[src/rtl/dplca_aging_multi_if.sv]
// dplca_aging_multi_if: control and status bundle of the DPLCA
// TXOP-claim aging engine (master = claim source, slave = engine).
interface dplca_aging_multi_if #(
    parameter int NUM_IDS = 256,
    parameter int ID_W    = 8,
    parameter int CNT_W   = 16
);
    logic                   dplca_aging;
    logic                   dplca_txop_end;
    logic [1:0]             dplca_txop_claim;
    logic [ID_W-1:0]        dplca_txop_id;
    logic [CNT_W-1:0]       hard_aging_cycles;
    logic [CNT_W-1:0]       soft_aging_cycles;
    logic [2*NUM_IDS-1:0]   claim_table;
    logic [2:0]             state;
    logic [CNT_W-1:0]       long_cnt;
    logic [CNT_W-1:0]       short_cnt;
    logic                   dplca_new_age;
    logic                   dplca_txop_table_upd;

    modport master (
        output dplca_aging,
        output dplca_txop_end,
        output dplca_txop_claim,
        output dplca_txop_id,
        output hard_aging_cycles,
        output soft_aging_cycles,
        input  claim_table,
        input  state,
        input  long_cnt,
        input  short_cnt,
        input  dplca_new_age,
        input  dplca_txop_table_upd
    );

    modport slave (
        input  dplca_aging,
        input  dplca_txop_end,
        input  dplca_txop_claim,
        input  dplca_txop_id,
        input  hard_aging_cycles,
        input  soft_aging_cycles,
        output claim_table,
        output state,
        output long_cnt,
        output short_cnt,
        output dplca_new_age,
        output dplca_txop_table_upd
    );
endinterface

[src/rtl/dplca_aging_multi.sv]
// dplca_aging_multi: DPLCA TXOP-claim aging engine with a live and a
// shadow claim table, aged on independent HARD and SOFT cycle counters.
module dplca_aging_multi #(
    parameter int NUM_IDS = 256,
    parameter int ID_W    = 8,
    parameter int CNT_W   = 16
) (
    input  logic                clk,
    input  logic                rst_n,
    dplca_aging_multi_if.slave  bus
);

    localparam logic [2:0] S_DIS  = 3'b000;
    localparam logic [2:0] S_WAIT = 3'b001;
    localparam logic [2:0] S_END  = 3'b010;
    localparam logic [2:0] S_UPD  = 3'b011;
    localparam logic [2:0] S_NTF  = 3'b100;

    localparam logic [1:0] C_HARD = 2'b01;
    localparam logic [1:0] C_NONE = 2'b10;
    localparam logic [1:0] C_SOFT = 2'b11;
    localparam logic [1:0] E_NONE = 2'b00;

    logic [2:0]           r_state;
    logic [2*NUM_IDS-1:0] r_live;
    logic [2*NUM_IDS-1:0] r_new;
    logic [CNT_W-1:0]     r_long;
    logic [CNT_W-1:0]     r_short;
    logic                 r_new_age;
    logic                 r_tbl_upd;

    logic [2:0]           w_state_nxt;
    logic                 w_claim_hs;
    logic                 w_id_zero;
    logic                 w_id_ok;
    logic                 w_enter_end;
    logic                 w_enter_wait;
    logic                 w_enter_ntf;
    logic                 w_hard_due;
    logic                 w_soft_due;
    logic                 w_age_hard;
    logic                 w_age_soft;
    logic                 w_wr_en;
    logic [CNT_W-1:0]     w_long_nxt;
    logic [CNT_W-1:0]     w_short_nxt;
    logic [2*NUM_IDS-1:0] w_live_aged;
    logic [2*NUM_IDS-1:0] w_new_aged;
    logic [2*NUM_IDS-1:0] w_live_wr;
    logic [2*NUM_IDS-1:0] w_new_wr;
    logic [2*NUM_IDS-1:0] w_live_nxt;
    logic [2*NUM_IDS-1:0] w_new_nxt;

    assign w_claim_hs = (bus.dplca_txop_claim == C_HARD)
                     || (bus.dplca_txop_claim == C_SOFT);
    assign w_id_zero  = (bus.dplca_txop_id == '0);
    assign w_id_ok    = (32'(bus.dplca_txop_id) < 32'(NUM_IDS));

    // Aging happens only on the edge that enters TXOP_END for TXOP 0.
    assign w_enter_end = (r_state == S_WAIT) && bus.dplca_txop_end;
    assign w_hard_due  = (r_long  >= bus.hard_aging_cycles);
    assign w_soft_due  = (r_short >= bus.soft_aging_cycles);
    assign w_age_hard  = w_enter_end && w_id_zero && w_hard_due;
    assign w_age_soft  = w_enter_end && w_id_zero && w_soft_due;

    assign w_long_nxt  = w_hard_due ? '0 : r_long  + CNT_W'(1);
    assign w_short_nxt = w_soft_due ? '0 : r_short + CNT_W'(1);

    // Claim write happens on the edge that leaves TXOP_END for UPDATE.
    assign w_wr_en = (r_state == S_END) && w_claim_hs && w_id_ok;

    assign w_enter_wait = (w_state_nxt == S_WAIT) && (r_state != S_WAIT);
    assign w_enter_ntf  = (w_state_nxt == S_NTF)  && (r_state != S_NTF);

    // Next-state decode; an invalid claim keeps the FSM in TXOP_END.
    always_comb begin
        w_state_nxt = r_state;
        case (r_state)
            S_DIS: begin
                w_state_nxt = S_WAIT;
            end
            S_WAIT: begin
                if (bus.dplca_txop_end) w_state_nxt = S_END;
            end
            S_END: begin
                if (w_claim_hs) begin
                    w_state_nxt = S_UPD;
                end else if (bus.dplca_txop_claim == C_NONE) begin
                    w_state_nxt = S_NTF;
                end
            end
            S_UPD: begin
                w_state_nxt = S_NTF;
            end
            S_NTF: begin
                if (!bus.dplca_txop_end) w_state_nxt = S_WAIT;
            end
            default: begin
                w_state_nxt = S_DIS;
            end
        endcase
    end

    // HARD aging first, then SOFT aging on the HARD-aged result.
    always_comb begin
        logic [1:0] w_e_live;
        logic [1:0] w_e_new;
        w_live_aged = r_live;
        w_new_aged  = r_new;
        for (int i = 0; i < NUM_IDS; i++) begin
            w_e_live = r_live[2*i +: 2];
            w_e_new  = r_new[2*i +: 2];
            if (w_age_hard) begin
                if ((w_e_live == C_HARD) || (w_e_new == C_HARD)) begin
                    w_e_live = w_e_new;
                end
                if (w_e_new == C_HARD) w_e_new = E_NONE;
            end
            if (w_age_soft) begin
                if (w_e_live == C_SOFT) begin
                    w_e_live = (w_e_new == C_SOFT) ? C_SOFT : E_NONE;
                end
                if (w_e_new == C_SOFT) w_e_new = E_NONE;
            end
            w_live_aged[2*i +: 2] = w_e_live;
            w_new_aged[2*i +: 2]  = w_e_new;
        end
    end

    // Claim write: HARD overwrites, SOFT never downgrades a HARD entry.
    always_comb begin
        w_live_wr = r_live;
        w_new_wr  = r_new;
        for (int i = 0; i < NUM_IDS; i++) begin
            if (w_wr_en && (bus.dplca_txop_id == ID_W'(i))) begin
                if (bus.dplca_txop_claim == C_HARD) begin
                    w_live_wr[2*i +: 2] = C_HARD;
                    w_new_wr[2*i +: 2]  = C_HARD;
                end else begin
                    if (r_live[2*i +: 2] != C_HARD) begin
                        w_live_wr[2*i +: 2] = C_SOFT;
                    end
                    if (r_new[2*i +: 2] != C_HARD) begin
                        w_new_wr[2*i +: 2] = C_SOFT;
                    end
                end
            end
        end
    end

    assign w_live_nxt = w_enter_end ? w_live_aged
                      : (w_wr_en ? w_live_wr : r_live);
    assign w_new_nxt  = w_enter_end ? w_new_aged
                      : (w_wr_en ? w_new_wr : r_new);

    // FSM state register; aging disable aborts to DISABLED.
    always_ff @(posedge clk or negedge rst_n) begin
        if (!rst_n) begin
            r_state <= S_DIS;
        end else if (!bus.dplca_aging) begin
            r_state <= S_DIS;
        end else begin
            r_state <= w_state_nxt;
        end
    end

    // Live and shadow claim tables.
    always_ff @(posedge clk or negedge rst_n) begin
        if (!rst_n) begin
            r_live <= '0;
            r_new  <= '0;
        end else if (!bus.dplca_aging) begin
            r_live <= '0;
            r_new  <= '0;
        end else begin
            r_live <= w_live_nxt;
            r_new  <= w_new_nxt;
        end
    end

    // HARD and SOFT aging counters advance once per TXOP 0.
    always_ff @(posedge clk or negedge rst_n) begin
        if (!rst_n) begin
            r_long  <= '0;
            r_short <= '0;
        end else if (!bus.dplca_aging) begin
            r_long  <= '0;
            r_short <= '0;
        end else if (w_enter_end && w_id_zero) begin
            r_long  <= w_long_nxt;
            r_short <= w_short_nxt;
        end
    end

    // Notification flags, cleared each time WAIT is entered.
    always_ff @(posedge clk or negedge rst_n) begin
        if (!rst_n) begin
            r_new_age <= 1'b0;
            r_tbl_upd <= 1'b0;
        end else if (!bus.dplca_aging) begin
            r_new_age <= 1'b0;
            r_tbl_upd <= 1'b0;
        end else if (w_enter_wait) begin
            r_new_age <= 1'b0;
            r_tbl_upd <= 1'b0;
        end else begin
            if (w_age_hard || w_age_soft) r_new_age <= 1'b1;
            if (w_enter_ntf)              r_tbl_upd <= 1'b1;
        end
    end

    assign bus.claim_table          = r_live;
    assign bus.state                = r_state;
    assign bus.long_cnt             = r_long;
    assign bus.short_cnt            = r_short;
    assign bus.dplca_new_age        = r_new_age;
    assign bus.dplca_txop_table_upd = r_tbl_upd;

endmodule

[src/flat_wrapper.sv]
// flat-port wrapper written by rule: the top's interface ports become plain ports
module dplca_aging_multi_flat 
#(
    parameter int NUM_IDS = 256,
    parameter int ID_W    = 8,
    parameter int CNT_W   = 16
)
  (clk, rst_n, bus_dplca_aging, bus_dplca_txop_end, bus_dplca_txop_claim, bus_dplca_txop_id, bus_hard_aging_cycles, bus_soft_aging_cycles, bus_claim_table, bus_state, bus_long_cnt, bus_short_cnt, bus_dplca_new_age, bus_dplca_txop_table_upd);
  dplca_aging_multi_if #(.NUM_IDS(NUM_IDS), .ID_W(ID_W), .CNT_W(CNT_W)) bus_i ();
  input  logic clk;
  input  logic rst_n;
  input wire logic [$bits(bus_i.dplca_aging)-1:0] bus_dplca_aging;
  input wire logic [$bits(bus_i.dplca_txop_end)-1:0] bus_dplca_txop_end;
  input wire logic [$bits(bus_i.dplca_txop_claim)-1:0] bus_dplca_txop_claim;
  input wire logic [$bits(bus_i.dplca_txop_id)-1:0] bus_dplca_txop_id;
  input wire logic [$bits(bus_i.hard_aging_cycles)-1:0] bus_hard_aging_cycles;
  input wire logic [$bits(bus_i.soft_aging_cycles)-1:0] bus_soft_aging_cycles;
  output wire logic [$bits(bus_i.claim_table)-1:0] bus_claim_table;
  output wire logic [$bits(bus_i.state)-1:0] bus_state;
  output wire logic [$bits(bus_i.long_cnt)-1:0] bus_long_cnt;
  output wire logic [$bits(bus_i.short_cnt)-1:0] bus_short_cnt;
  output wire logic [$bits(bus_i.dplca_new_age)-1:0] bus_dplca_new_age;
  output wire logic [$bits(bus_i.dplca_txop_table_upd)-1:0] bus_dplca_txop_table_upd;
  assign bus_i.dplca_aging = bus_dplca_aging;
  assign bus_i.dplca_txop_end = bus_dplca_txop_end;
  assign bus_i.dplca_txop_claim = bus_dplca_txop_claim;
  assign bus_i.dplca_txop_id = bus_dplca_txop_id;
  assign bus_i.hard_aging_cycles = bus_hard_aging_cycles;
  assign bus_i.soft_aging_cycles = bus_soft_aging_cycles;
  assign bus_claim_table = bus_i.claim_table;
  assign bus_state = bus_i.state;
  assign bus_long_cnt = bus_i.long_cnt;
  assign bus_short_cnt = bus_i.short_cnt;
  assign bus_dplca_new_age = bus_i.dplca_new_age;
  assign bus_dplca_txop_table_upd = bus_i.dplca_txop_table_upd;
  dplca_aging_multi #(.NUM_IDS(NUM_IDS), .ID_W(ID_W), .CNT_W(CNT_W)) u_core (.clk(clk), .rst_n(rst_n), .bus(bus_i));
endmodule
[config.mk]
export PLATFORM = sky130hd
export DESIGN_NAME = dplca_aging_multi_flat
export DESIGN_NICKNAME = d
export VERILOG_FILES = /design/src/rtl/dplca_aging_multi_if.sv /design/src/rtl/dplca_aging_multi.sv /design/src/flat_wrapper.sv
export SDC_FILE = /design/constraint.sdc
export NUM_CORES = 2
export LEC_CHECK = 0
export CAP_MARGIN = 10
export CELL_PAD_IN_SITES_DETAIL_PLACEMENT = 1
export CELL_PAD_IN_SITES_GLOBAL_PLACEMENT = 1
export CORE_UTILIZATION = 40
export CTS_CLUSTER_DIAMETER = 50
export CTS_CLUSTER_SIZE = 16
export DETAILED_ROUTE_END_ITERATION = 8
export DONT_BUFFER_PORTS = 1
export MAX_ROUTING_LAYER = met4
export PLACE_DENSITY = 0.71
export SKIP_CTS_REPAIR_TIMING = 1
export SLEW_MARGIN = 20
export SYNTH_ARGS = -nofsm -noshare
export SYNTH_HDL_FRONTEND = slang
export SYNTH_SLANG_ARGS = --single-unit
[constraint.sdc]
create_clock -name clk -period 4.2 [get_ports clk]
set_input_delay 0.42 -clock clk [delete_from_list [all_inputs] [get_ports clk]]
set_output_delay 0.42 -clock clk [all_outputs]
set_load 0.01 [all_outputs]
==> out/metrics.yaml <==
routing:
  drc: 0
  drtAntennaViolNets: 0
  routed_wirelength_um: 363000
  firstDrtPassIters: 6
  post_drt_wl_per_cell_um: 32.0
  dr_total_vias: 83501
  first_iter_violations: 9444
  drt-vias-per-instance: 7.35
floorplanning:
  io_pins: 595
  die_area_sq_um: 188000
  floorplan.initialDensity: 0.405
  core_area_sq_um: 184000
  rows: 157
  die_width_um: 433
  die_outline_height_um: 433
cells_and_area:
  areaGrowthSynthToFinish_pct: 9.89
  fin_nets: 8834
  multiInputGateArea_sq_um: 42600
  post_route_cells_drive_above_1_share: 0.0581
  register_area_sq_um: 26600
  fillers: 21686
grt:
  gr-usage-all-layers: 0.383
  grt_max_degree: 746
  globalRouteOverflowTotal: 0
  antenna_violations_before_repair: 2
  first_pass_grt_wire_length_um: 544000
  first_global_vias: 84667
sta:
  worst_hold_slack_ns: 0.0523
  final.min_clock_period_ns: 3.62
  max_slew_margin: -0.00101
  final_max_slew_viol_count: 6
  rsz_0062_raised_after_global_routing: "false"
  setup_viol: 0
  fmaxAchievable_mhz: 276
  finalHoldViolCount: 0
  final.setup_skew_ns: 0.0484
  min_period_over_period: 0.862
  setup-tns-final_ns: 0
  worst_pin_slew_ns: 1.50
power:
  clock_power_share: 0.516
  peakVddDrop_mv: 0.275
  seqPwrFrac: 0.390
  p_comb_frac: 0.094
  switching_portion_of_total_power: 0.300
  p_int_mw: 20.1
  p_leak_nw: 30.5
  power_mw: 28.7
  netSwitchingPower_mw: 8.62
  p_per_area_nw_per_um2: 351
synth:
  synth_enable_flop_cells: 0
  cell_count_after_synthesis: 9518
  yosysUniqueCellTypes: 69
  netlist_top_cells_area: "sky130_fd_sc_hd__dfrtp_1, sky130_fd_sc_hd__o211ai_1, sky130_fd_sc_hd__o21ai_0, sky130_fd_sc_hd__o221ai_1, sky130_fd_sc_hd__clkbuf_1"
  synth_most_common_cell: "sky130_fd_sc_hd__dfrtp_1"
  yosys_most_used_dff: "sky130_fd_sc_hd__dfrtp_1"
  top_cell_types_by_occurrence_after_synthesis: "sky130_fd_sc_hd__dfrtp_1, sky130_fd_sc_hd__clkbuf_1, sky130_fd_sc_hd__nand2_1, sky130_fd_sc_hd__o21ai_0, sky130_fd_sc_hd__nor2_1"
  synth.avg_cell_area_sq_um: 7.82
  synthArstFlopShare: 1.00
  synth_largest_type_area_fraction: 0.357
  netlist_area_sq_um: 74400
  synth_top_cell_by_area: "sky130_fd_sc_hd__dfrtp_1"
  mappedNetlistNets: 9598
  yosysSeqAreaShare: 0.357
  ys.warnings.count: 0
  synth-seq-cells: 1061
placed_design:
  gp_congestion: 0.895
  hpwl_um: 204000
  buffer_ports.inserted: 0
outcome:
  violated_checks: "max-slew violations"
  run_status: "finished, violations left"
cts:
  clock_tree_from_tritoncts: "done"
  cts_root_buf: "sky130_fd_sc_hd__clkbuf_16"
  clk-insertion-delay-late_ns: 0.84
  cts.sinks: 1061
  number_of_buffers_inserted_during_clock_tree_synthesis: 167
  clk_pin_slew_ns: 0.06
  clock_path_buffers: 3
  cts_htree_levels: 4
worst_hold_path:
  hp-class: "input port to register"
setup_path:
  worst_setup_path_startpoint: "u_core.bus.short_cnt[11]$_DFFE_PN0P_"
  reg2reg_depth: 8
  critical_path_peak_fanout: 130
  r2r-end: "u_core.r_new[206]$_DFFE_PN0P_"
  worst_ep_arrival_time_ns: 4.36
  r2r_slack_ns: 0.58
  cp_launch_type: "register"
  cp-end-kind: "register"
  worst-setup-path-type: "register to register"
  crit_end: "u_core.r_new[206]$_DFFE_PN0P_"
  cp.required_ns: 4.94
  r2r-start: "u_core.bus.short_cnt[11]$_DFFE_PN0P_"
flow_run:
  max_cap_violations: 0
routing by layer:
layer | wire, um | GRT usage | up-vias
li1 | - | - | 34951
met5 | 0 | - | -
met4 | 21800 | 0.220 | 0
met2 | 165000 | 0.585 | 4721
met1 | 140000 | 0.463 | 42739
met3 | 36300 | 0.0881 | 1090
how the worst min path moves through the flow:
stage               startpoint                                 endpoint  slack [ns]  depth (start not counted)
2_1_floorplan            rst_n    u_core.bus.claim_table[0]$_DFFE_PN0P_        0.12                          0
3_3_place_gp             rst_n  u_core.bus.claim_table[296]$_DFFE_PN0P_        0.12                          0
6_report       bus_dplca_aging  u_core.bus.claim_table[294]$_DFFE_PN0P_        0.05                          3
4_1_cts                  rst_n  u_core.bus.claim_table[296]$_DFFE_PN0P_       -0.75                          0
3_5_place_dp             rst_n  u_core.bus.claim_table[297]$_DFFE_PN0P_        0.12                          0
5_1_grt        bus_dplca_aging            u_core.r_new[247]$_DFFE_PN0P_        0.05                          2
metrics by stage:
step                instance area, sq um  worst slack [ns]  utilization  cells
floorplan                          74400              1.57            -   9518
global placement                   75700             0.659        0.412  11033
detailed placement                 75800             0.482        0.412  11035
CTS                                81500             0.730        0.443  11342
global route                       81800             0.134        0.445  11357
finish                             81800             0.581        0.445  11357
placed cells by master (no fill, tap or decap), types with 7 or more instances in the layout:
cell	instances
sky130_fd_sc_hd__a31oi_1	298
sky130_fd_sc_hd__nand4bb_1	7
sky130_fd_sc_hd__clkbuf_16	170
sky130_fd_sc_hd__o21ai_1	254
sky130_fd_sc_hd__clkinv_2	25
sky130_fd_sc_hd__o21ai_0	819
sky130_fd_sc_hd__o211ai_1	598
sky130_fd_sc_hd__o22ai_1	218
sky130_fd_sc_hd__nand3_1	268
sky130_fd_sc_hd__o311ai_0	86
sky130_fd_sc_hd__nor2_1	785
sky130_fd_sc_hd__a21oi_1	496
sky130_fd_sc_hd__inv_6	20
sky130_fd_sc_hd__bufinv_16	18
sky130_fd_sc_hd__buf_4	91
sky130_fd_sc_hd__clkinvlp_4	21
sky130_fd_sc_hd__a41oi_1	8
sky130_fd_sc_hd__dfrtp_1	1061
sky130_fd_sc_hd__clkinv_4	9
sky130_fd_sc_hd__inv_1	294
sky130_fd_sc_hd__clkbuf_1	16
sky130_fd_sc_hd__buf_12	78
sky130_fd_sc_hd__clkbuf_8	21
sky130_fd_sc_hd__and3_1	262
sky130_fd_sc_hd__nand4_1	11
sky130_fd_sc_hd__a32oi_1	288
sky130_fd_sc_hd__nor3b_1	173
sky130_fd_sc_hd__buf_16	13
sky130_fd_sc_hd__o32ai_1	37
sky130_fd_sc_hd__o31ai_1	172
sky130_fd_sc_hd__dlygate4sd3_1	8
sky130_fd_sc_hd__nand2_1	854
sky130_fd_sc_hd__xor2_1	8
sky130_fd_sc_hd__a22oi_1	224
sky130_fd_sc_hd__nor2b_1	87
sky130_fd_sc_hd__nor3_1	7
sky130_fd_sc_hd__o221ai_1	429
sky130_fd_sc_hd__a22o_1	258
sky130_fd_sc_hd__ha_1	34
sky130_fd_sc_hd__or3_1	261
registers in the layout (all words and copies together) (netlist names):
register,flops
u_core.bus.claim_table,512
u_core.bus.dplca_new_age,1
u_core.bus.dplca_txop_table_upd,1
u_core.bus.short_cnt,16
u_core.r_new,512
u_core.bus.state,3
u_core.bus.long_cnt,16
worst max-delay path, cell delays in order, from the launching register on:
cell                       delay [ns]
sky130_fd_sc_hd__dfrtp_1         0.47
sky130_fd_sc_hd__ha_1            0.37
sky130_fd_sc_hd__a211oi_1        0.26
sky130_fd_sc_hd__o211ai_1        0.16
sky130_fd_sc_hd__a221o_1         0.44
sky130_fd_sc_hd__a21boi_4        0.54
sky130_fd_sc_hd__buf_12          0.59
sky130_fd_sc_hd__nand2_1         0.17
sky130_fd_sc_hd__a21oi_1         0.20
kinds of logic (layout without fill, tap and decap cells):
| kind of cell | after synthesis | in the layout | share of synthesized area |
|---|---|---|---|
| fa+ha+maj | 35 | 35 | 0.00585 |
| flops | 1061 | 1061 | 0.357 |
| xor+xnor | 14 | 14 | 0.00165 |
| compound gates | 4212 | 4212 | 0.383 |
| simple gates | 2777 | 2777 | 0.179 |
| mux | 1 | 1 | 0.000151 |
| other cells | 0 | 1 | 0 |
| buf+inv | 1418 | 792 | 0.0744 |
power by group through the flow:
stage                     Combinational [mW]  Clock [mW]  Sequential, mW
after floorplan                         1.55           0            11.1
after global placement                  2.49           0            11.3
after detailed placement                2.55           0            11.4
after CTS                               2.55        14.9            11.2
after global routing                    2.83        15.4            11.2
final                                   2.69        14.8            11.2
final cells by class:
class	instances	area share
Clock inverter	100	0.0144
Multi-Input combinational cell	7039	0.520
Tap cell	2464	0.0377
Inverter	295	0.0136
Timing Repair Buffer	190	0.0328
Antenna cell	1	0.0000306
Sequential cell	1061	0.325
Clock buffer	207	0.0563
(Power assumes the default switching activity.)
